File: config.mk
export PLATFORM = sky130hd
export DESIGN_NAME = mic_load_stereo
export DESIGN_NICKNAME = d
export VERILOG_FILES = /design/src/rtl/mic_load_stereo.sv
export SDC_FILE = /design/constraint.sdc
export NUM_CORES = 1
export LEC_CHECK = 0
export CELL_PAD_IN_SITES_DETAIL_PLACEMENT = 1
export CELL_PAD_IN_SITES_GLOBAL_PLACEMENT = 1
export CORE_ASPECT_RATIO = 1.75
export CORE_UTILIZATION = 40
export CTS_CLUSTER_SIZE = 14
export DETAILED_ROUTE_END_ITERATION = 12
export PLACE_DENSITY_LB_ADDON = 0.1
export SETUP_SLACK_MARGIN = 0.02
export SLEW_MARGIN = 5
export SYNTH_ARGS = -nofsm -noshare
export SYNTH_HDL_FRONTEND = slang
export SYNTH_SLANG_ARGS = --single-unit
File: constraint.sdc
create_clock -name bclk -period 5.8 [get_ports bclk]
set_clock_uncertainty 0.1 [all_clocks]
set_input_delay 1.16 -clock bclk [delete_from_list [all_inputs] [get_ports bclk]]
set_output_delay 1.16 -clock bclk [all_outputs]
set_load 0.005 [all_outputs]
File: src/rtl/mic_load_stereo.sv
// ----------------------------------------------------------------------------
// mic_load_stereo
//   Left-justified stereo ADC serial receiver. ADCLRC marks the slot (high =
//   left, low = right). Each slot is captured MSB first into a W-bit shift
//   register. The top N bits of each channel form one {left,right} frame.
//   Frames are queued in a DEPTH-entry FIFO that has a valid/ready output.
//
//   Optional build macro: MIC_LOAD_ROUND_EN
//     defined   : round half up on bit W-N-1, saturating at the maximum
//                 positive two's-complement value
//     undefined : plain truncation to the top N bits
//
// Parameters:
//   N     output sample width per channel
//   W     captured bits per slot (W >= N)
//   DEPTH FIFO frame entries (power of 2, >= 2)
//
// Ports:
//   bclk       in   bit clock, the only clock
//   reset      in   asynchronous active-high reset
//   adclrc     in   channel select (1 = left slot, 0 = right slot)
//   adcdat     in   serial data, MSB first
//   ready      in   downstream accepts the head frame
//   valid      out  FIFO not empty
//   left_data  out  left sample of the head frame (0 while empty)
//   right_data out  right sample of the head frame (0 while empty)
//   overflow   out  sticky flag: a frame was dropped because the FIFO was full
// ----------------------------------------------------------------------------
module mic_load_stereo #(
  parameter int N     = 16,
  parameter int W     = 24,
  parameter int DEPTH = 4
) (
  input  logic         bclk,
  input  logic         reset,
  input  logic         adclrc,
  input  logic         adcdat,
  input  logic         ready,
  output logic         valid,
  output logic [N-1:0] left_data,
  output logic [N-1:0] right_data,
  output logic         overflow
);

  localparam int BCW     = $clog2(W + 1);
  localparam int AW      = $clog2(DEPTH);
  localparam int FCW     = $clog2(DEPTH + 1);
  localparam int RND_BIT = (W > N) ? (W - N - 1) : 0;

  localparam logic [BCW-1:0] CNT_FULL = BCW'(W);
  localparam logic [BCW-1:0] CNT_ONE  = BCW'(1);
  localparam logic [FCW-1:0] FIFO_MAX = FCW'(DEPTH);
  localparam logic [N-1:0]   MAX_POS  = {1'b0, {(N-1){1'b1}}};

  // state | meaning
  // SYNC  | waiting for the first left-slot start after reset
  // LEFT  | shifting in left-channel bits
  // RIGHT | shifting in right-channel bits; frame is pushed once W bits are in
  typedef enum logic [1:0] {
    SYNC  = 2'd0,
    LEFT  = 2'd1,
    RIGHT = 2'd2
  } state_t;

  state_t         state_q, state_d;
  logic           adclrc_q, adclrc_d;
  logic [BCW-1:0] cnt_q, cnt_d;
  logic [W-1:0]   sr_q, sr_d;
  logic [W-1:0]   left_q, left_d;
  logic           bad_q, bad_d;
  logic           done_q, done_d;

  logic           lr_rise, lr_fall;
  logic           push;
  logic [W-1:0]   sr_shift, sr_start;

  logic [N-1:0]   mem_l_q [DEPTH];
  logic [N-1:0]   mem_l_d [DEPTH];
  logic [N-1:0]   mem_r_q [DEPTH];
  logic [N-1:0]   mem_r_d [DEPTH];
  logic [AW-1:0]  wr_ptr_q, wr_ptr_d;
  logic [AW-1:0]  rd_ptr_q, rd_ptr_d;
  logic [FCW-1:0] count_q, count_d;
  logic           overflow_q, overflow_d;

  logic           fifo_full, pop, push_ok;

  // Reduce a captured slot to an N-bit sample.
  function automatic logic [N-1:0] to_sample(input logic [W-1:0] x);
    logic [N-1:0] t;
    t = x[W-1 -: N];
`ifdef MIC_LOAD_ROUND_EN
    // Do not round up past the largest positive code.
    if ((W > N) && x[RND_BIT] && (t != MAX_POS)) begin
      t = t + N'(1);
    end
`endif
    return t;
  endfunction

  assign lr_rise  = adclrc & ~adclrc_q;
  assign lr_fall  = ~adclrc & adclrc_q;
  assign sr_shift = {sr_q[W-2:0], adcdat};
  // The slot-start edge already carries the MSB. The register begins at zero.
  assign sr_start = {{(W-1){1'b0}}, adcdat};

  // --------------------------------------------------------------------------
  // Slot capture FSM
  // --------------------------------------------------------------------------
  always_comb begin
    state_d  = state_q;
    adclrc_d = adclrc;
    cnt_d    = cnt_q;
    sr_d     = sr_q;
    left_d   = left_q;
    bad_d    = bad_q;
    done_d   = done_q;
    push     = 1'b0;

    unique case (state_q)
      SYNC: begin
        if (lr_rise) begin
          state_d = LEFT;
          cnt_d   = CNT_ONE;
          sr_d    = sr_start;
          bad_d   = 1'b0;
          done_d  = 1'b0;
        end
      end

      LEFT: begin
        if (lr_fall) begin
          // A left slot cut short makes the whole frame unusable.
          state_d = RIGHT;
          bad_d   = bad_q | (cnt_q != CNT_FULL);
          left_d  = sr_q;
          cnt_d   = CNT_ONE;
          sr_d    = sr_start;
          done_d  = 1'b0;
        end else if (lr_rise) begin
          cnt_d  = CNT_ONE;
          sr_d   = sr_start;
          bad_d  = 1'b0;
          done_d = 1'b0;
        end else if (cnt_q != CNT_FULL) begin
          cnt_d = cnt_q + BCW'(1);
          sr_d  = sr_shift;
        end
      end

      RIGHT: begin
        // The push happens one edge after the right LSB is captured. That
        // edge may also be the next left-slot start, so the push does not
        // depend on lr_rise.
        push = (cnt_q == CNT_FULL) && !done_q && !bad_q;
        if (lr_rise) begin
          state_d = LEFT;
          cnt_d   = CNT_ONE;
          sr_d    = sr_start;
          bad_d   = 1'b0;
          done_d  = 1'b0;
        end else if (cnt_q != CNT_FULL) begin
          cnt_d = cnt_q + BCW'(1);
          sr_d  = sr_shift;
        end else begin
          done_d = 1'b1;
        end
      end

      default: begin
        state_d = SYNC;
      end
    endcase
  end

  // --------------------------------------------------------------------------
  // Frame FIFO
  // --------------------------------------------------------------------------
  // valid comes only from the count register, so ready has no
  // combinational path to valid.
  assign valid     = (count_q != '0);
  assign fifo_full = (count_q == FIFO_MAX);
  assign pop       = valid && ready;
  assign push_ok   = push && (!fifo_full || pop);

  always_comb begin
    mem_l_d    = mem_l_q;
    mem_r_d    = mem_r_q;
    wr_ptr_d   = wr_ptr_q;
    rd_ptr_d   = rd_ptr_q;
    count_d    = count_q;
    overflow_d = overflow_q | (push && fifo_full && !pop);

    if (push_ok) begin
      mem_l_d[wr_ptr_q] = to_sample(left_q);
      mem_r_d[wr_ptr_q] = to_sample(sr_q);
      wr_ptr_d          = wr_ptr_q + AW'(1);
    end

    if (pop) begin
      rd_ptr_d = rd_ptr_q + AW'(1);
    end

    unique case ({push_ok, pop})
      2'b10:   count_d = count_q + FCW'(1);
      2'b01:   count_d = count_q - FCW'(1);
      default: count_d = count_q;
    endcase
  end

  // Outputs read as zero while the FIFO is empty, so nothing stale shows
  // after a reset or after the last pop.
  assign left_data  = valid ? mem_l_q[rd_ptr_q] : '0;
  assign right_data = valid ? mem_r_q[rd_ptr_q] : '0;
  assign overflow   = overflow_q;

  // --------------------------------------------------------------------------
  // Registers
  // --------------------------------------------------------------------------
  always_ff @(posedge bclk or posedge reset) begin
    if (reset) begin
      state_q    <= SYNC;
      adclrc_q   <= 1'b0;
      cnt_q      <= '0;
      sr_q       <= '0;
      left_q     <= '0;
      bad_q      <= 1'b0;
      done_q     <= 1'b0;
      mem_l_q    <= '{default: '0};
      mem_r_q    <= '{default: '0};
      wr_ptr_q   <= '0;
      rd_ptr_q   <= '0;
      count_q    <= '0;
      overflow_q <= 1'b0;
    end else begin
      state_q    <= state_d;
      adclrc_q   <= adclrc_d;
      cnt_q      <= cnt_d;
      sr_q       <= sr_d;
      left_q     <= left_d;
      bad_q      <= bad_d;
      done_q     <= done_d;
      mem_l_q    <= mem_l_d;
      mem_r_q    <= mem_r_d;
      wr_ptr_q   <= wr_ptr_d;
      rd_ptr_q   <= rd_ptr_d;
      count_q    <= count_d;
      overflow_q <= overflow_d;
    end
  end

endmodule
==> results.md <==
* Cts repair resizes at 0
* P&R area growth vs syn at 14.18%
* Synthesized Nets at around 600
* Hold-fix buffers, CTS at 0
* Syn Area/Cell at 15.71 µm²
* Diode count at 0
* Reg2reg start: state_q[0]
* Vias in the first global route at around 5600
* Initial Utilization at 0.4109
* CTS Buf Count at 17
* Root buf cell: clkbuf_16
* Layout cells sized above 1 at 0.3730
* Vias/cell at between 5 and 6
* Top_reg_cell synth: dfrtp_1
* Crit path from: rd_ptr_q[0]
* HP Start: overflow
* Seq/Total Area, Yosys at 0.5226
* DR pass1 iterations at 4
* Final hold vios at 0
* Met2 usage at 0.3434
* Worst setup SP type: register
* First-pass GRT wire length at around 33 mm
* CP Data Required Time at between 4 and 5 ns
* Final WL at around 20 mm
* Number of placed I/O pins at 39
* Largest net degree at the start of global routing at approximately 130
* VDD IR-drop max at ~0.21 mV
* Synth Register Bits at 186
* Met3 global-route usage at 0.03154
* CTS Buffer Depth at 2
* Residual DRC at 0
* Core area at about 22000 µm²
* Final Max Slew Viols at 0
* P_leak at between 5 and 6 nW
* Commonest non-fill, non-tap cell in the layout: dfrtp_1
* Die H at approximately 200 µm
* Placed wire-length estimate at 12.36 mm
* Met1 usage at 0.2424
* Post-synth EDFFs at 0
* Commonest non-fill, non-tap cells in the layout: 185 x dfrtp_1, 120 x mux2_4, 38 x clkdlybuf4s50_1
* Setup Fix Bufs, Post-CTS at 0
* Power per cell area at between 300 and 400 nW/µm²
* WP data arrival at 3.04 ns
* CTS tree: built
* Clk pin slew, worst setup/hold paths at approximately 0.060 ns
* Syn. warnings at 0
* Synth cell types at 53
* Port Buffers at 38
* Fin crit period at 4.303 ns
* Status: finished clean
* Full die area at 22890 µm²
* Sink Count at around 190
* GR peak layer: met2
* Detailed-route via count at between 4000 and 5000
* Highest clock rate at 232.4 MHz
* Crit path max fanout at 23
* Hold Worst Slack at between 0.3 and 0.4 ns
* Worst setup EP type: primary output
* Initial antenna violation count at 0
* Worst skew pair latency at roughly 0.44 ns
* Nets at ~620
* Final period utilization at 0.7419
* RSZ-0062 raised after global routing: false
* Worst-margin pin slew at 1.148 ns
* Die width at roughly 110 µm
* ANT nets after route at 0
* Worst hold-check path type: reg -> reg
* Max-cap check violation count at 0
* Tot GR Track Use at 0.1961
* WL/cell at roughly 22 µm
* Setup TNS at 0 ns
* Setup CP Type: reg -> out
* Final setup viols at 0
* Relative slew slack at 0.2320
* H-tree levels at 4
* Routability Congestion at approximately 0.76
* Share of synthesized registers carrying an async set or reset at 1.000
* Detailed Route Iter0 Violations at approximately 170
* Core Rows at 71
* Gr ovfl total at 0
* Synthesized netlist cell count at between 500 and 600
* Mapped cell area at between 8000 and 9000 µm²
Yosys cell counts (2+ instances only):
library cell  number  area share
buf_2              5      0.0028
and2_1            34       0.024
xnor2_1            4      0.0039
nand2_4            4      0.0051
ha_1              11       0.015
buf_6             12       0.015
nor3_1             4      0.0022
nand2_1            9      0.0038
mux4_2            32       0.081
a2bb2oi_1          2      0.0020
nand2b_1           2      0.0014
mux2_4           120        0.20
o31ai_1            4      0.0034
a21o_1             2      0.0017
o211ai_1           2      0.0017
o21ai_0           11      0.0062
a21oi_1            4      0.0022
inv_1             11      0.0046
nand3_1            5      0.0028
clkbuf_1          14      0.0059
dfrtp_1          186        0.52
mux2_2            24       0.030
nor2_1             5      0.0021
nand3b_1           2      0.0017
a22o_1            27       0.027
nor2b_1            4      0.0028
flip-flops by register name (all words and copies together), names as in the netlist:
| register | cells |
|---|---|
| count_q | 3 |
| wr_ptr_q | 2 |
| mem_r_q | 64 |
| sr_q | 24 |
| cnt_q | 5 |
| adclrc_q | 1 |
| left_q | 16 |
| state_q | 2 |
| rd_ptr_q | 2 |
| done_q | 1 |
| overflow | 1 |
| mem_l_q | 64 |
| bad_q | 1 |
cells by family (layout without fill, tap and decap cells):
family                   count (synthesis)  count (layout)  share of synthesized area
multiplexers                           177             177                     0.3147
buffers and inverters                   44              91                    0.02936
XOR/XNOR                                 4               4                   0.003933
AO/OA/AOI/OAI                           64              64                    0.05465
adder cells (fa/ha/maj)                 12              12                    0.01770
AND/OR/NAND/NOR                         80              80                    0.05704
flip-flops                             186             186                     0.5226
per-stage QoR:
stage	power [mW]	util	cells	worst slack [ns]	instance area, µm²
final	3.338	0.4691	906	1.497	10170
after CTS	3.388	0.4691	906	1.403	10170
after global routing	3.493	0.4691	906	1.294	10170
after detailed placement	2.128	0.4401	874	1.796	9540
after global placement	2.108	0.4401	874	1.882	9540
after floorplan	1.896	-	567	2.147	8910
where the power goes:
group / internal (mW) / switching [mW] / total, mW
clock network: 0.742 / 0.507 / 1.25
logic: 0.257 / 0.388 / 0.644
registers: 1.33 / 0.109 / 1.44
total: 2.33 / 1.00 / 3.34
area by class of cell:
| class | count | area, µm² |
|---|---|---|
| inverter | 12 | 48.80 |
| sequential | 186 | 4656 |
| timing repair buffer | 47 | 460.4 |
| fill | 2172 | 11510 |
| tap | 292 | 365.4 |
| clock inverter | 12 | 171.4 |
| multi-input combinational | 337 | 4010 |
| clock buffer | 20 | 456.7 |
per-layer routing:
layer	wire [µm]	part of all wire	vias up
li1	-	-	2140
met1	8756	0.43	2676
met3	351	0.017	26
met2	10710	0.53	55
met5	0	0	-
met4	365	0.018	0
final timing paths:
kind / slack (ns) / cells after the start / endpoint
min in group asynchronous: 1.11 / 3 / mem_l_q[37]
min: 0.37 / 1 / overflow
max reg2reg: 2.65 / 6 / mem_r_q[37]
min reg2reg: 0.37 / 1 / overflow
max: 1.50 / 4 / left_data[0]
max in group asynchronous: 3.80 / 3 / rd_ptr_q[0]
critical path: stages (launching register included):
cell	delay, ns
dfrtp_2	0.94
buf_4	0.43
mux4_2	0.60
and2_1	0.18
clkdlybuf4s50_1	0.44
Power figures use the tool's default switching activity.
